`config.mk`:
```
export PLATFORM = sky130hd
export DESIGN_NAME = fifo_wr_arbiter_flat
export DESIGN_NICKNAME = d
export VERILOG_FILES = /design/src/rtl/fifo_wr_arbiter_if.sv /design/src/rtl/fifo_wr_arbiter.sv /design/src/flat_wrapper.sv
export SDC_FILE = /design/constraint.sdc
export NUM_CORES = 1
export LEC_CHECK = 0
export ABC_AREA = 1
export BUFFER_PORTS_ARGS = -buffer_cell sky130_fd_sc_hd__buf_4
export CAP_MARGIN = 0
export CORE_ASPECT_RATIO = 1.25
export CORE_MARGIN = 10
export CORE_UTILIZATION = 30
export CTS_CLUSTER_DIAMETER = 30
export DETAILED_ROUTE_END_ITERATION = 7
export HOLD_SLACK_MARGIN = 0.05
export SLEW_MARGIN = 20
export SYNTH_ARGS = -nofsm -noshare
export SYNTH_HDL_FRONTEND = slang
export SYNTH_SLANG_ARGS = --single-unit
```
`constraint.sdc`:
```
create_clock -name clk -period 1.65 [get_ports clk]
set_clock_uncertainty 0.05 [all_clocks]
set_input_delay 0.33 -clock clk [delete_from_list [all_inputs] [get_ports clk]]
set_output_delay 0.33 -clock clk [all_outputs]
set_load 0.01 [all_outputs]
```
`src/rtl/fifo_wr_arbiter_if.sv`:
```
// Requester streams and FIFO write port shared by the round-robin write arbiter.
interface fifo_wr_arbiter_if #(
    parameter int DATA_WIDTH = 8,
    parameter int NUM_REQ    = 4
);
    localparam int ID_W = $clog2(NUM_REQ);

    logic [NUM_REQ-1:0]            req_valid;
    logic [NUM_REQ*DATA_WIDTH-1:0] req_data;
    logic [NUM_REQ-1:0]            req_last;
    logic [NUM_REQ-1:0]            req_ready;
    logic                          fifo_wr_en;
    logic [ID_W+DATA_WIDTH-1:0]    fifo_din;
    logic                          fifo_full;
    logic                          fifo_overflow;

    modport slave (
        input  req_valid, req_data, req_last, fifo_full, fifo_overflow,
        output req_ready, fifo_wr_en, fifo_din
    );

    modport master (
        output req_valid, req_data, req_last, fifo_full, fifo_overflow,
        input  req_ready, fifo_wr_en, fifo_din
    );
endinterface

```
`src/rtl/fifo_wr_arbiter.sv`:
```
// Round-robin arbiter sharing one FIFO write port among NUM_REQ valid/ready streams,
// granting bounded bursts and tagging every written word with its source ID.
module fifo_wr_arbiter #(
    parameter  int DATA_WIDTH = 8,
    parameter  int NUM_REQ    = 4,
    parameter  int MAX_BURST  = 4,
    localparam int ID_W       = $clog2(NUM_REQ)
) (
    input  logic            clk,
    input  logic            rst_n,
    fifo_wr_arbiter_if.slave bus,
    output logic [ID_W-1:0] grant_id,
    output logic            busy,
    output logic            err_overflow,
    input  logic            err_clr
);
    localparam int CNT_W = $clog2(MAX_BURST) + 1;

    typedef enum logic {IDLE, BURST} state_t;

    state_t                state, state_nxt;
    logic [ID_W-1:0]       last_grant;
    logic [CNT_W-1:0]      burst_cnt;
    logic [ID_W-1:0]       pick;
    logic                  any_valid;
    logic [DATA_WIDTH-1:0] data_arr [NUM_REQ];
    logic [DATA_WIDTH-1:0] g_data;
    logic                  g_valid;
    logic                  g_last;
    logic                  beat;
    logic                  burst_end;
    logic                  exit_burst;

    always_comb begin
        for (int i = 0; i < NUM_REQ; i++) begin
            data_arr[i] = bus.req_data[i*DATA_WIDTH +: DATA_WIDTH];
        end
    end

    // Search starts just past the last grant; k == NUM_REQ wraps back onto last_grant itself.
    always_comb begin
        logic [ID_W-1:0] idx;
        logic            found;
        pick  = '0;
        found = 1'b0;
        idx   = '0;
        for (int k = 1; k <= NUM_REQ; k++) begin
            idx = last_grant + ID_W'(k);
            if (!found && bus.req_valid[idx]) begin
                pick  = idx;
                found = 1'b1;
            end
        end
    end

    assign any_valid  = |bus.req_valid;
    assign g_data     = data_arr[grant_id];
    assign g_valid    = bus.req_valid[grant_id];
    assign g_last     = bus.req_last[grant_id];
    assign beat       = (state == BURST) && g_valid && !bus.fifo_full;
    assign burst_end  = beat && (g_last || (burst_cnt == CNT_W'(MAX_BURST - 1)));
    assign exit_burst = (state == BURST) && (!g_valid || burst_end);

    always_ff @(posedge clk or negedge rst_n) begin
        if (!rst_n) begin
            state <= IDLE;
        end else begin
            state <= state_nxt;
        end
    end

    always_comb begin
        state_nxt = state;
        case (state)
            IDLE:    if (any_valid) state_nxt = BURST;
            BURST:   if (exit_burst) state_nxt = IDLE;
            default: state_nxt = IDLE;
        endcase
    end

    // Write side is combinational so the FIFO samples the beat on the same edge.
    always_comb begin
        bus.req_ready  = '0;
        bus.fifo_wr_en = 1'b0;
        bus.fifo_din   = '0;
        busy           = (state == BURST);
        if (state == BURST) begin
            bus.req_ready[grant_id] = !bus.fifo_full;
        end
        if (beat) begin
            bus.fifo_wr_en = 1'b1;
            bus.fifo_din   = {grant_id, g_data};
        end
    end

    always_ff @(posedge clk or negedge rst_n) begin
        if (!rst_n) begin
            grant_id   <= '0;
            last_grant <= ID_W'(NUM_REQ - 1);
            burst_cnt  <= '0;
        end else begin
            if (state == IDLE && any_valid) begin
                grant_id  <= pick;
                burst_cnt <= '0;
            end else if (beat) begin
                burst_cnt <= burst_cnt + CNT_W'(1);
            end
            if (exit_burst) begin
                last_grant <= grant_id;
            end
        end
    end

    // A fresh overflow pulse outranks a clear arriving in the same cycle.
    always_ff @(posedge clk or negedge rst_n) begin
        if (!rst_n) begin
            err_overflow <= 1'b0;
        end else if (bus.fifo_overflow) begin
            err_overflow <= 1'b1;
        end else if (err_clr) begin
            err_overflow <= 1'b0;
        end
    end
endmodule

```
`src/flat_wrapper.sv`:
```
// flat-port wrapper written by rule: the top's interface ports become plain ports
module fifo_wr_arbiter_flat 
#(
    parameter  int DATA_WIDTH = 8,
    parameter  int NUM_REQ    = 4,
    parameter  int MAX_BURST  = 4,
    localparam int ID_W       = $clog2(NUM_REQ)
)
  (clk, rst_n, grant_id, busy, err_overflow, err_clr, bus_req_valid, bus_req_data, bus_req_last, bus_fifo_full, bus_fifo_overflow, bus_req_ready, bus_fifo_wr_en, bus_fifo_din);
  fifo_wr_arbiter_if #(.DATA_WIDTH(DATA_WIDTH), .NUM_REQ(NUM_REQ)) bus_i ();
  input  logic clk;
  input  logic rst_n;
  output logic [ID_W-1:0] grant_id;
  output logic busy;
  output logic err_overflow;
  input  logic err_clr;
  input wire logic [$bits(bus_i.req_valid)-1:0] bus_req_valid;
  input wire logic [$bits(bus_i.req_data)-1:0] bus_req_data;
  input wire logic [$bits(bus_i.req_last)-1:0] bus_req_last;
  input wire logic [$bits(bus_i.fifo_full)-1:0] bus_fifo_full;
  input wire logic [$bits(bus_i.fifo_overflow)-1:0] bus_fifo_overflow;
  output wire logic [$bits(bus_i.req_ready)-1:0] bus_req_ready;
  output wire logic [$bits(bus_i.fifo_wr_en)-1:0] bus_fifo_wr_en;
  output wire logic [$bits(bus_i.fifo_din)-1:0] bus_fifo_din;
  assign bus_i.req_valid = bus_req_valid;
  assign bus_i.req_data = bus_req_data;
  assign bus_i.req_last = bus_req_last;
  assign bus_i.fifo_full = bus_fifo_full;
  assign bus_i.fifo_overflow = bus_fifo_overflow;
  assign bus_req_ready = bus_i.req_ready;
  assign bus_fifo_wr_en = bus_i.fifo_wr_en;
  assign bus_fifo_din = bus_i.fifo_din;
  fifo_wr_arbiter #(.DATA_WIDTH(DATA_WIDTH), .NUM_REQ(NUM_REQ), .MAX_BURST(MAX_BURST)) u_core (.clk(clk), .rst_n(rst_n), .bus(bus_i), .grant_id(grant_id), .busy(busy), .err_overflow(err_overflow), .err_clr(err_clr));
endmodule
```
== Yosys cells after proc, flatten, opt, wreduce, memory -nomap -nowiden ==
Cells that the tools add are included.

* Bits in registers: 9
* Output and inout bits: 19
* Input port bits: 45

* Bitwise gates (word level): 3
* $lt $le $gt $ge: 7
* Reduce and logical (&&, ||, !) cells: 19
* Equal/unequal tests: 1
* Mux-type cells: 34
* Add/subtract/negate cells: 4

{| class="wikitable"
|+ Operators with widths
! kind !! count
|-
| binary-select mux 8 bit (select 2 bit) || 1
|-
| 2-to-1 mux 8 bit || 2
|-
| less-than comparator 2 x 3 -> 1 bit (second input constant) || 5
|-
| 2-to-1 mux 1 bit || 15
|-
| binary-select mux 1 bit (select 2 bit) || 6
|-
| 2-to-1 mux 10 bit || 1
|-
| logical AND 1 bit || 9
|-
| 2-to-1 mux 2 bit || 4
|-
| 2-to-1 mux 3 bit || 2
|-
| logical NOT 1 bit || 5
|-
| adder 2 bit (second input constant) || 2
|-
| AND 4 bit || 1
|-
| 2-to-1 mux 4 bit || 1
|-
| nonzero test 2 bit || 2
|-
| OR reduction 4 bit || 1
|-
| adder 3 x 1 -> 3 bit (second input constant) || 1
|-
| equality test 3 x 2 -> 1 bit (second input constant) || 1
|-
| greater-or-equal comparator 3 bit (second input constant) || 1
|-
| NOT 2 -> 3 bit || 1
|-
| adder 2 x 1 -> 2 bit (second input constant) || 1
|-
| demux 1 bit (select 2 bit) || 1
|-
| greater-or-equal comparator 2 x 1 -> 1 bit (second input constant) || 1
|-
| logical OR 1 bit || 2
|-
| case mux 1 bit (2 select lines) || 1
|-
| NOT 1 bit || 1
|}

== Depth between registers and ports, before layout ==
Gate-level depths: netlist (run 1).

* Depth in word-level cells: 13
* Gate-level depth with buffers: 12
* Mapped depth without buffers: 11

== Worst setup path before layout (run 1) ==
No wires, ideal clock.

* Path type: reg-to-output
* Start: register u_core.grant_id[1]
* End: output port bus_fifo_din[8]
* Required time: 1270 ps
* Cell stages (with the launch flop): 8
* Path slack: -104 ps
* Arrival: 1374 ps
* Path through: dfrtp_1 -> buf_6 -> nor2_4 -> nand2_2 -> o2111ai_2 -> nand2_4 -> buf_8 -> nor2_1

* Cells in the longest elaborated chain, start to end: 5

{| class="wikitable"
|+ RTL lines
! item !! line !! text
|-
| start, declared || fifo_wr_arbiter.sv:12 || <nowiki>output logic [ID_W-1:0] grant_id,</nowiki>
|-
| start signal, assigned || fifo_wr_arbiter.sv:103 || <nowiki>grant_id <= pick;</nowiki>
|-
| binary-select mux 1 bit (select 2 bit) || fifo_wr_arbiter.sv:58 || <nowiki>assign g_valid = bus.req_valid[grant_id];</nowiki>
|-
| 2-to-1 mux 1 bit (not written as such) || fifo_wr_arbiter.sv:58 ||
|-
| logical AND 1 bit (2 in series) || fifo_wr_arbiter.sv:60 || <nowiki>assign beat = (state == BURST) && g_valid && !bus.fifo_full;</nowiki>
|-
| 2-to-1 mux 10 bit || fifo_wr_arbiter.sv:90 || <nowiki>if (beat) begin</nowiki>
|-
| end, declared || flat_wrapper.sv:24 || <nowiki>output wire logic [$bits(bus_i.fifo_din)-1:0] bus_fifo_din;</nowiki>
|}

Every way passes these cells. The select of a mux whose other input is x is not followed.

== Worst setup path after layout (run 1) ==
* Start: register u_core.grant_id[1]
* End: output port bus_fifo_din[4]

* Cells in the longest elaborated chain, start to end: 5
* Elaborated cells between the ends (all ways): 9

{| class="wikitable"
|+ RTL lines
! item !! line
|-
| NOT 2 -> 3 bit (not written as such) / binary-select mux 1 bit (select 2 bit) (equally long branches) || fifo_wr_arbiter.sv:57, fifo_wr_arbiter.sv:58
|-
| binary-select mux 8 bit (select 2 bit) / 2-to-1 mux 1 bit (equally long branches) || fifo_wr_arbiter.sv:57, fifo_wr_arbiter.sv:58
|-
| 2-to-1 mux 8 bit (not written as such) / logical AND 1 bit (equally long branches) (2 in series) || fifo_wr_arbiter.sv:57, fifo_wr_arbiter.sv:60
|-
| 2-to-1 mux 10 bit * || fifo_wr_arbiter.sv:90
|}

Mark *: on every way between the ends. The rest lies on a longest branch, timed or not. The select of a mux whose other input is x is not followed.

==> results by group, run 1 <==
Outcome
  • Status: complete, but fails checks
  • Failing checks: negative setup slack

Clock tree
  • Clk_lat worst skew: about 230 ps
  • Clock-pin slew on the worst setup and hold paths: 50 ps
  • Maximum clock path buffer count: 2
  • Htree depth: 1
  • Clock root cell: clkbuf_8
  • Clock Sinks: 9
  • TritonCTS Buffers: 3
  • CTS tree: done

Worst setup path
  • Critical path buffers and inverters: 3
  • CP Data Arrival Time: 1610 ps
  • Max Fanout on Critical Path: 4
  • Slowest cell on the critical path: dfrtp_2
  • Critical path endpoint category: output pin
  • Critical Path RT: 1270 ps
  • Crit-path leading delay family: flip-flops
  • FF-to-FF setup slack: -40 ps
  • Crit path cell chain: buf_12, nor2_8, nand2_4, o2111ai_4, nand2_8, buf_8, a31oi_4, buf_6
  • Largest stage delay, worst path: between 400 and 500 ps
  • Critical Setup Path Class: register to output pin
  • CP Launch Type: register

Timing
  • Min setup slack post-route: -344 ps
  • Final Hold Vio Count: 0
  • Slew Limit Fails: 0
  • Fin crit share: 121%
  • Unrepaired setup endpoints after global routing: true
  • Max Freq: roughly 500 MHz
  • Endpoints failing setup: 15
  • Slew HR: 79.7%
  • Crit path time final: 1990 ps
  • Worst-Margin Slew: 305 ps

Die
  • Die height: 87.6 um
  • Initial Util: 31.2%
  • Row Count: 24
  • Die ar.: 6490 um^2
  • I/O pin count: between 60 and 70
  • CORE AREA: 3510 um^2
  • Die width: 74.1 um

Logic synthesis
  • Sequential area share after synthesis: roughly a fifth
  • Synthesized cell area: 1100 um^2
  • Post-synthesis cell count: 150
  • Avg Synthesized Cell Area: 7.32 um^2
  • Yosys warns: 0
  • Yosys reg bits: 9
  • Distinct cell type count of the synthesized netlist: 27
  • Syn Nets: 197

Route
  • Final WL: between 4000 and 5000 um
  • Wire per inst: 14.1 um
  • Vias per cell: roughly 4.7
  • Vias: roughly 1400
  • Routed Antenna Nets: 0
  • Drt pass-1 iters: 4
  • DR iter-0 viols: 24
  • # DRC: 0

Global route
  • First-pass GRT wire length: 6170 um
  • Pin count of the biggest net entering global routing: 10
  • Total global routing overflow: 0
  • Antenna violations before repair: 0
  • Gr usage total: 11.6%
  • Vias in the first global route: 1426

Pwr
  • Peak VDD IR: 0.00114 V
  • Pwr Total: 3.89 mW
  • Cell Pwr Density: 1740 nW/um^2
  • Pleak: 1.09 nW

Layout
  • Final core utilization: between 60 and 70%
  • Layout Area Growth over Synthesis: 104%
  • Nets@finish: between 300 and 400
  • ANT cells: 0
  • Layout cells sized above 1: 63.8%

Worst hold path
  • Tightest Hold Check Type: input pin to register

Placed design
  • DP Wirelength: 3240 um
  • Input/output buffers: 63
  • GP Congestion: 0.824

Run
  • Max Cap Violations: 0
-- layer usage --
metal  global-route usage, %  share of wire [%]  up-vias
li1                        -                  -      715
met1                    12.1                 38      619
met2                    21.6                 51       54
met5                       0                  0        -
met4                    2.55                  0        0
met3                    3.62                 11        0
-- power breakdown --
| group | switching, mW | total (mW) | internal (mW) |
|---|---|---|---|
| logic | 1.62 | 3.20 | 1.59 |
| clock network | 0.0847 | 0.253 | 0.168 |
| registers | 0.0979 | 0.431 | 0.333 |
| total | 1.80 | 3.89 | 2.09 |
-- registers in the layout, summed over array words and instances (netlist names) --
name / count
u_core.busy: 1
u_core.grant_id: 2
u_core.err_overflow: 1
u_core.last_grant: 2
u_core.burst_cnt: 3
-- final cells by class --
cell class                      count  area [um^2]
Tap cell                           39         48.8
Inverter                           15         78.8
Sequential cell                     9          229
Timing Repair Buffer              107          923
Fill cell                         308         1280
Multi-Input combinational cell    122          910
Clock buffer                        4         45.0
-- final timing paths --
path / from / to / cells past startpoint
setup / recovery: u_core.grant_id[1]$_DFFE_PN0P_ / bus_fifo_din[4] / 8
hold / removal: err_clr / u_core.err_overflow$_DFFE_PN0P_ / 2
setup reg to reg: u_core.busy$_DFF_PN0_ / u_core.last_grant[1]$_DFFE_PN1P_ / 10
hold reg to reg: u_core.burst_cnt[0]$_DFFE_PN0P_ / u_core.burst_cnt[0]$_DFFE_PN0P_ / 1
max in group asynchronous: rst_n / u_core.last_grant[1]$_DFFE_PN1P_ / 2
min in group asynchronous: rst_n / u_core.busy$_DFF_PN0_ / 2
-- stage by stage --
| step | area (um^2) | instances | hold WS (ps) | setup slack [ps] | TNS, ps |
|---|---|---|---|---|---|
| 4_1_cts | 2050 | 288 | 230 | -370 | -3840 |
| 3_3_place_gp | 1760 | 267 | 109 | -187 | -1890 |
| 3_5_place_dp | 1760 | 267 | 111 | -229 | -2390 |
| 2_1_floorplan | 1130 | 150 | -15.6 | -88.9 | -811 |
| 6_report | 2230 | 296 | 232 | -344 | -3660 |
| 5_1_grt | 2230 | 296 | 227 | -427 | -5040 |
-- worst register-to-register path, delay by kind of cell, from the launching register on --
kind,cells,cell delay (ps)
AOI/OAI and AO/OA,2,290
buffers and inverters,7,800
and+or+nand+nor,1,90
DFF,1,370
-- cells in the final DEF, fill, tap and decap left out, drive strengths merged --
cell type,netlist,routed
a31oi,8,8
clkbuf,0,4
a22oi,8,8
nand2,67,67
inv,15,15
o21ai,3,3
o22ai,1,1
ha,2,2
dlygate4sd3,0,1
nor3,3,3
a21oi,2,2
nand4,3,3
o2111ai,1,1
dfrtp,7,7
buf,4,106
dfstp,2,2
nor2,15,15
o21bai,2,2
nand3,7,7
-- synth_stat cells --
| cell | number | area [um^2] |
|---|---|---|
| nor2_1 | 11 | 41.3 |
| dfstp_2 | 2 | 52.6 |
| inv_1 | 10 | 37.5 |
| nand4_1 | 3 | 18.8 |
| nor2_4 | 1 | 11.3 |
| inv_4 | 3 | 18.8 |
| a31oi_4 | 8 | 170 |
| buf_6 | 3 | 33.8 |
| o21bai_1 | 1 | 7.51 |
| nand2_4 | 1 | 11.3 |
| nor2_8 | 2 | 40.0 |
| o2111ai_2 | 1 | 15.0 |
| nand3_1 | 7 | 35.0 |
| nor2_2 | 1 | 6.26 |
| o21ai_0 | 2 | 10.0 |
| nor3_1 | 3 | 15.0 |
| buf_8 | 1 | 15.0 |
| a22oi_1 | 8 | 60.1 |
| o21bai_2 | 1 | 11.3 |
| nand2_2 | 4 | 25.0 |
| ha_1 | 2 | 25.0 |
| nand2_1 | 62 | 233 |
| o22ai_1 | 1 | 6.26 |
| inv_2 | 2 | 7.51 |
| a21oi_1 | 2 | 10.0 |
| o21ai_1 | 1 | 5.00 |
| dfrtp_1 | 7 | 175 |
-- logic make-up (layout without fill, tap and decap cells) --
group / after synthesis / count (layout) / share of synthesized area [%]
flip-flops: 9 / 9 / 20.8
buffers and inverters: 19 / 126 / 10.3
AO/OA/AOI/OAI: 25 / 25 / 26.9
adder cells (fa/ha/maj): 2 / 2 / 2.28
AND/OR/NAND/NOR: 95 / 95 / 39.8
-- what timing repair did --
action,CTS,global route
endpoints found under the hold margin,7,0
setup endpoints to repair,18,22
pin swaps,4,15
gates resized for setup,25,37
hold buffers,1,0
setup buffers,16,8
Note: power is estimated with default switching activity, not from simulation.
==> run 2: changes to the inputs <==
==> constraint.sdc (replaced) <==
create_clock -name clk -period 2.6 [get_ports clk]
set_clock_uncertainty 0.05 [all_clocks]
set_input_delay 0.52 -clock clk [delete_from_list [all_inputs] [get_ports clk]]
set_output_delay 0.52 -clock clk [all_outputs]
set_load 0.01 [all_outputs]
==> results by group, run 2 (synthesized netlist as in run 1, its figures left out) <==
Global route
  • First-pass GRT wire length: 5790 um (-6.1%)
  • Total global routing overflow: 0 (unchanged)
  • Vias in the first global route: 1251 (-12%)
  • Gr usage total: 10.9% (-0.62 points)
  • Antenna violations before repair: 0 (unchanged)
  • Pin count of the biggest net entering global routing: 15 (+5)

Timing
  • Setup TNS Final: 0 ps (+3660 ps)
  • Slew Limit Fails: 0 (unchanged)
  • Endpoints failing setup: 0 (-15)
  • Unrepaired setup endpoints after global routing: false
  • Worst-Margin Slew: 372 ps (+66.7 ps)
  • Crit path time final: 2460 ps
  • Hold Worst Slack: 413 ps (+181 ps)
  • Slew HR: 75.2% (-4.4 points)
  • Min setup slack post-route: 137 ps (+481 ps)
  • Final Hold Vio Count: 0 (unchanged)
  • Fin crit share: 94.7%
  • Max Freq: 406 MHz

Clock tree
  • Clock-pin slew on the worst setup and hold paths: 50 ps (about the same)
  • Htree depth: 1 (unchanged)
  • Clk_lat worst skew: 230 ps (about the same)
  • TritonCTS Buffers: 3 (unchanged)
  • Clock root cell: clkbuf_8
  • Clock Sinks: 9 (unchanged)
  • CTS tree: done
  • Post-CTS setup repair buffer count: 0 (-16)
  • Maximum clock path buffer count: 2 (unchanged)

Worst hold path
  • Tightest Hold Check Type: input pin to register

Layout
  • Sequential cell area: 229 um^2 (unchanged)
  • Fillers: 383 (+24%)
  • Most frequent cells in the layout: 64 x buf_4, 62 x nand2_1, 11 x nor2_1, 10 x inv_1
  • Largest Register: u_core.burst_cnt
  • Max reg flops: 3 (unchanged)
  • Layout cells sized above 1: 43.7% (-20 points)
  • Design area: 1630 um^2 (-27%)
  • Commonest non-fill, non-tap cell in the layout: buf_4
  • Final core utilization: 46.5% (-17 points)
  • Final std cells w/o fill: 254 (-14%)
  • Multi-input gate area: 757 um^2 (-17%)
  • ANT cells: 0 (unchanged)
  • Nets@finish: 263 (-14%)
  • Layout Area Growth over Synthesis: 48.9%
  • Largest regs: u_core.burst_cnt: 3 flops, u_core.grant_id: 2 flops, u_core.last_grant: 2 flops

Worst setup path
  • Critical path endpoint category: output pin
  • Largest stage delay, worst path: 500 ps (+60 ps)
  • CP Data Arrival Time: 1890 ps (+280 ps)
  • Slowest cell on the critical path: dfrtp_1
  • CP Launch Type: register
  • Crit-path leading delay family: flip-flops
  • Max Fanout on Critical Path: 14 (+10)
  • Critical path buffers and inverters: 2 (-1)
  • Critical Setup Path Class: register to output pin
  • Critical Path RT: 2030 ps (+760 ps)
  • Crit path cell chain: buf_4, nor2_8, nand2_2, o2111ai_2, nand2_4, a31oi_4, buf_4
  • Crit path top cell by count: buf_4

Pwr
  • Peak VDD IR: 0.000615 V (-46%)
  • Pwr Total: 1.61 mW (-59%)
  • Pleak: 0.820 nW (-25%)
  • Cell Pwr Density: 986 nW/um^2 (-43%)

Route
  • Final WL: 3660 um (-12%)
  • Wire per inst: 14.4 um (+2.2%)
  • # DRC: 0 (unchanged)
  • DR iter-0 viols: 31 (+29%)
  • Routed Antenna Nets: 0 (unchanged)
  • Drt pass-1 iters: 4 (unchanged)
  • Vias: 1245 (-10%)
  • Vias per cell: 4.90 (+4.5%)

Placed design
  • Input/output buffers: 63 (unchanged)
  • DP Cell Count: 249 (-6.7%)
  • Post-Place Worst Slack: 326 ps (+554 ps)
  • DP Wirelength: 3140 um (-3.3%)
  • GP Congestion: 0.816 (-0.97%)
  • Placed inst area: 1580 um^2 (-11%)

Run
  • Max Cap Violations: 0 (unchanged)

Die
  • Die height: 87.6 um (unchanged)
  • Row Count: 24 (unchanged)
  • Die width: 74.1 um (unchanged)
  • CORE AREA: 3510 um^2 (unchanged)
  • Die ar.: 6490 um^2 (unchanged)
  • Initial Util: 31.2% (unchanged)
  • I/O pin count: 64 (unchanged)

Outcome
  • Status: complete, no violations
run 2: changes by cell type in the layout (fill, tap and decap cells not counted), moves of 3 or more:
cell     delta
buf_12      -4
buf_4      -21
buf_6      -16
nand2_1    +15
nand2_2    -11
nand2_4     -3
nor2_1      +5
nor2_4      -4
nor3_1      +3
run 2: layout make-up:
cell class,count,share of cell area (%)
multi-input combinational,122,46.3
inverter,15,3.91
clock buffer,4,2.76
timing repair buffer,65,30.0
tap,39,2.99
sequential,9,14.0
run 2: worst paths after layout:
| check | depth (start not counted) | slack, ps | endpoint | startpoint |
|---|---|---|---|---|
| worst min-delay path | 2 | 410 | u_core.err_overflow$_DFFE_PN0P_ | err_clr |
| max in group asynchronous | 2 | 1700 | u_core.last_grant[1]$_DFFE_PN1P_ | rst_n |
| worst max-delay path | 7 | 140 | bus_fifo_din[1] | u_core.grant_id[0]$_DFFE_PN0P_ |
| worst max register to register | 7 | 820 | u_core.burst_cnt[0]$_DFFE_PN0P_ | u_core.grant_id[0]$_DFFE_PN0P_ |
| worst min register to register | 1 | 430 | u_core.burst_cnt[0]$_DFFE_PN0P_ | u_core.burst_cnt[0]$_DFFE_PN0P_ |
| min in group asynchronous | 2 | 590 | u_core.busy$_DFF_PN0_ | rst_n |
run 2: worst reg2reg max path: cells and delay by family, from the launching register on:
kind,cells,cell delay (ps)
AND/OR/NAND/NOR,4,550
AO/OA/AOI/OAI,2,320
buffers and inverters,1,220
flip-flops,1,560
run 2: per-layer routing:
| layer | part of all wire, % | GRT usage (%) |
|---|---|---|
| met5 | 0 | 0 |
| met4 | 0.76 | 3.06 |
| met3 | 12 | 4.30 |
| met2 | 45 | 17.7 |
| met1 | 42 | 13.0 |
run 2: repair_timing:
item                       CTS  global route
hold endpoints to repair     0             7
setup endpoints to repair    0            10
resized for setup            0             1
hold buffers                 0             1
run 2: power by group:
part           internal (mW)  switching [mW]
Clock                  0.107          0.0561
Sequential             0.212           0.106
Combinational          0.434           0.695
==> run 3: changes to the inputs <==
--- a/config.mk
+++ b/config.mk
@@ -5,7 +5,6 @@
 export SDC_FILE = /design/constraint.sdc
 export NUM_CORES = 1
 export LEC_CHECK = 0
-export ABC_AREA = 1
 export BUFFER_PORTS_ARGS = -buffer_cell sky130_fd_sc_hd__buf_4
 export CAP_MARGIN = 0
 export CORE_ASPECT_RATIO = 1.25
==> results by group, run 3 <==
Die
  • Initial Util: 31.3% (about the same)
  • Die width: 67.0 um (-9.5%)
  • Die ar.: 5280 um^2 (-19%)
  • CORE AREA: 2650 um^2 (-24%)
  • Row Count: 21 (-13%)
  • I/O pin count: 64 (unchanged)
  • Die height: 78.8 um (-10%)

Worst setup path
  • FF-to-FF setup slack: 790 ps (-30 ps)
  • RR Endpoint: u_core.last_grant[1]$_DFFE_PN1P_
  • Max Fanout on Critical Path: 7 (-7)
  • R2R Path Start: u_core.grant_id[1]$_DFFE_PN0P_
  • Critical path endpoint category: output pin
  • Critical Path RT: 2030 ps (about the same)
  • Critical Setup Path Class: register to output pin
  • CP Launch Type: register
  • CP Data Arrival Time: 1810 ps (-80 ps)
  • FF-to-FF path depth: 3 (-4)

Logic synthesis
  • Distinct cell type count of the synthesized netlist: 27 (unchanged)
  • Post-synthesis cell count: 81 (-46%)
  • Synthesized cell area: 830 um^2 (-24%)
  • Synth cell count leaders: 12 x and3_1, 7 x dfrtp_1, 6 x inv_1, 6 x mux4_2
  • Yosys warns: 0 (unchanged)
  • Top FF cell, synth: dfrtp_1
  • Largest cells by area after synthesis: dfrtp_1 21%, mux4_2 16%, mux4_1 9.5%
  • Asr flop ratio synth: 100% (unchanged)
  • Most common cell in the netlist: and3_1
  • Syn Nets: 128 (-35%)
  • EDFF count, synth: 0 (unchanged)
  • Sequential area share after synthesis: 27.5% (+6.7 points)
  • Synth top area share: 21.1% (-0.093 points)
  • Avg Synthesized Cell Area: 10.2 um^2 (+40%)
  • Yosys reg bits: 9 (unchanged)
  • Largest area contributor in the netlist: dfrtp_1

Route
  • Vias per cell: 5.02 (+2.3%)
  • DR iter-0 viols: 64 (+110%)
  • Wire per inst: 17.1 um (+19%)
  • Drt pass-1 iters: 4 (unchanged)
  • Routed Antenna Nets: 0 (unchanged)
  • Vias: 913 (-27%)
  • Final WL: 3120 um (-15%)
  • # DRC: 0 (unchanged)

Timing
  • Unrepaired setup endpoints after global routing: false
  • Max Freq: 419 MHz (+3.3%)
  • Fin crit share: 91.7% (-3.0 points)
  • Setup TNS Final: 0 ps (unchanged)
  • Endpoints failing setup: 0 (unchanged)
  • Worst-Margin Slew: 471 ps (+99.8 ps)
  • Slew HR: 68.6% (-6.7 points)
  • Slew Limit Fails: 0 (unchanged)
  • Min setup slack post-route: 216 ps (+78.5 ps)
  • Final Hold Vio Count: 0 (unchanged)
  • Hold Worst Slack: 394 ps (-19.5 ps)
  • Crit path time final: 2380 ps (-78.5 ps)

Worst hold path
  • Tightest Hold Check Type: input pin to register
  • Hold Crit Start: bus_fifo_overflow
  • WHS Endpoint: u_core.err_overflow$_DFFE_PN0P_
  • Hold path depth: 2 (unchanged)

Clock tree
  • CTS tree: done
  • Clock Sinks: 9 (unchanged)
  • Htree depth: 1 (unchanged)
  • Clk_lat worst skew: 250 ps (+20 ps)
  • Clock root cell: clkbuf_4
  • Post-CTS setup repair buffer count: 0 (unchanged)
  • CTS Hold Bufs: 1 (+1)
  • Clock-pin slew on the worst setup and hold paths: 60 ps (about the same)
  • TritonCTS Buffers: 3 (unchanged)
  • Maximum clock path buffer count: 2 (unchanged)
  • Cts repair resizes: 0 (unchanged)

Outcome
  • Status: complete, no violations

Layout
  • ANT cells: 0 (unchanged)
  • Layout cells sized above 1: 53.4% (+9.7 points)
  • Nets@finish: 196 (-25%)
  • Final core utilization: 52.2% (+5.7 points)
  • Largest regs: u_core.burst_cnt: 3 flops, u_core.grant_id: 2 flops, u_core.last_grant: 2 flops
  • Final std cells w/o fill: 182 (-28%)
  • Layout Area Growth over Synthesis: 67.1%
  • Max reg flops: 3 (unchanged)
  • Fillers: 251 (-34%)
  • Most frequent cells in the layout: 68 x buf_4, 12 x and3_1, 7 x dfrtp_1, 6 x mux4_2, 6 x inv_1
  • Design area: 1390 um^2 (-15%)
  • Commonest non-fill, non-tap cell in the layout: buf_4
  • Largest Register: u_core.burst_cnt

Placed design
  • Placed inst area: 1350 um^2 (-14%)
  • GP Congestion: 0.865 (+6.0%)
  • DP Cell Count: 177 (-29%)
  • DP Wirelength: 2700 um (-14%)
  • Post-Place Worst Slack: 387 ps (+61.1 ps)
  • Input/output buffers: 63 (unchanged)

Global route
  • Vias in the first global route: 947 (-24%)
  • Pin count of the biggest net entering global routing: 15 (unchanged)
  • Total global routing overflow: 0 (unchanged)
  • First-pass GRT wire length: 4670 um (-19%)
  • Antenna violations before repair: 0 (unchanged)
  • Gr usage total: 10.8% (-0.10 points)

Run
  • Max Cap Violations: 0 (unchanged)

Pwr
  • Pwr Total: 1.09 mW (-33%)
  • Pleak: 0.742 nW (-9.5%)
  • Cell Pwr Density: 783 nW/um^2 (-21%)
  • Peak VDD IR: 0.000525 V (-15%)
==> run 3: cell count changes after synthesis, sizes merged, moves of 3 or more <==
cell / previous run / this run
nand2: 67 / 5
and3: 0 / 12
nor2: 15 / 4
inv: 15 / 6
mux4: 0 / 9
a31oi: 8 / 0
a22oi: 8 / 1
nand3: 7 / 3
mux2i: 0 / 3
nand2b: 0 / 3
nand4: 3 / 0
nor3: 3 / 0
==> run 3: where the power goes <==
part	leakage (nW)	switching (mW)	internal, mW
clock network	0.0150	0.0416	0.0587
registers	0.107	0.0807	0.203
logic	0.620	0.304	0.398
total	0.742	0.426	0.660
==> run 3: worst max-delay path by stage <==
stage / slack (ps) / to / cells past startpoint / from
floorplan: 560 / bus_fifo_din[3] / 4 / u_core.grant_id[0]$_DFFE_PN0P_
global placement: 400 / bus_fifo_wr_en / 5 / bus_req_valid[3]
detailed placement: 390 / bus_fifo_wr_en / 5 / bus_req_valid[3]
CTS: 180 / bus_fifo_din[0] / 4 / u_core.grant_id[0]$_DFFE_PN0P_
global route: 90 / bus_fifo_din[0] / 4 / u_core.grant_id[0]$_DFFE_PN0P_
finish: 220 / bus_fifo_din[0] / 4 / u_core.grant_id[0]$_DFFE_PN0P_
==> run 3: cell type report <==
type | instances | area [um^2] | share of cell area [%]
clock buffer | 4 | 26.3 | 1.90
timing repair buffer | 69 | 520 | 37.5
tap | 34 | 42.5 | 3.07
sequential | 9 | 228 | 16.4
inverter | 6 | 22.5 | 1.62
multi-input combinational | 60 | 547 | 39.4
==> run 3: layer usage <==
metal	up-vias	global-route usage [%]	share of wire (%)
li1	445	-	-
met1	409	14.4	46
met2	57	16.8	41
met3	2	3.37	13
met4	0	1.85	0.19
met5	-	0	0
==> run 3: cell families after synthesis <==
family | share of synthesized area (%)
compound gates | 10.6
simple gates | 20.2
flops | 27.5
mux | 32.1
fa+ha+maj | 3.02
buf+inv | 6.64
==> run 3: worst max-delay path, stage by stage (launching register included) <==
cell,delay [ps]
dfrtp_1,470
buf_4,210
mux4_1,540
and3_1,200
buf_4,140
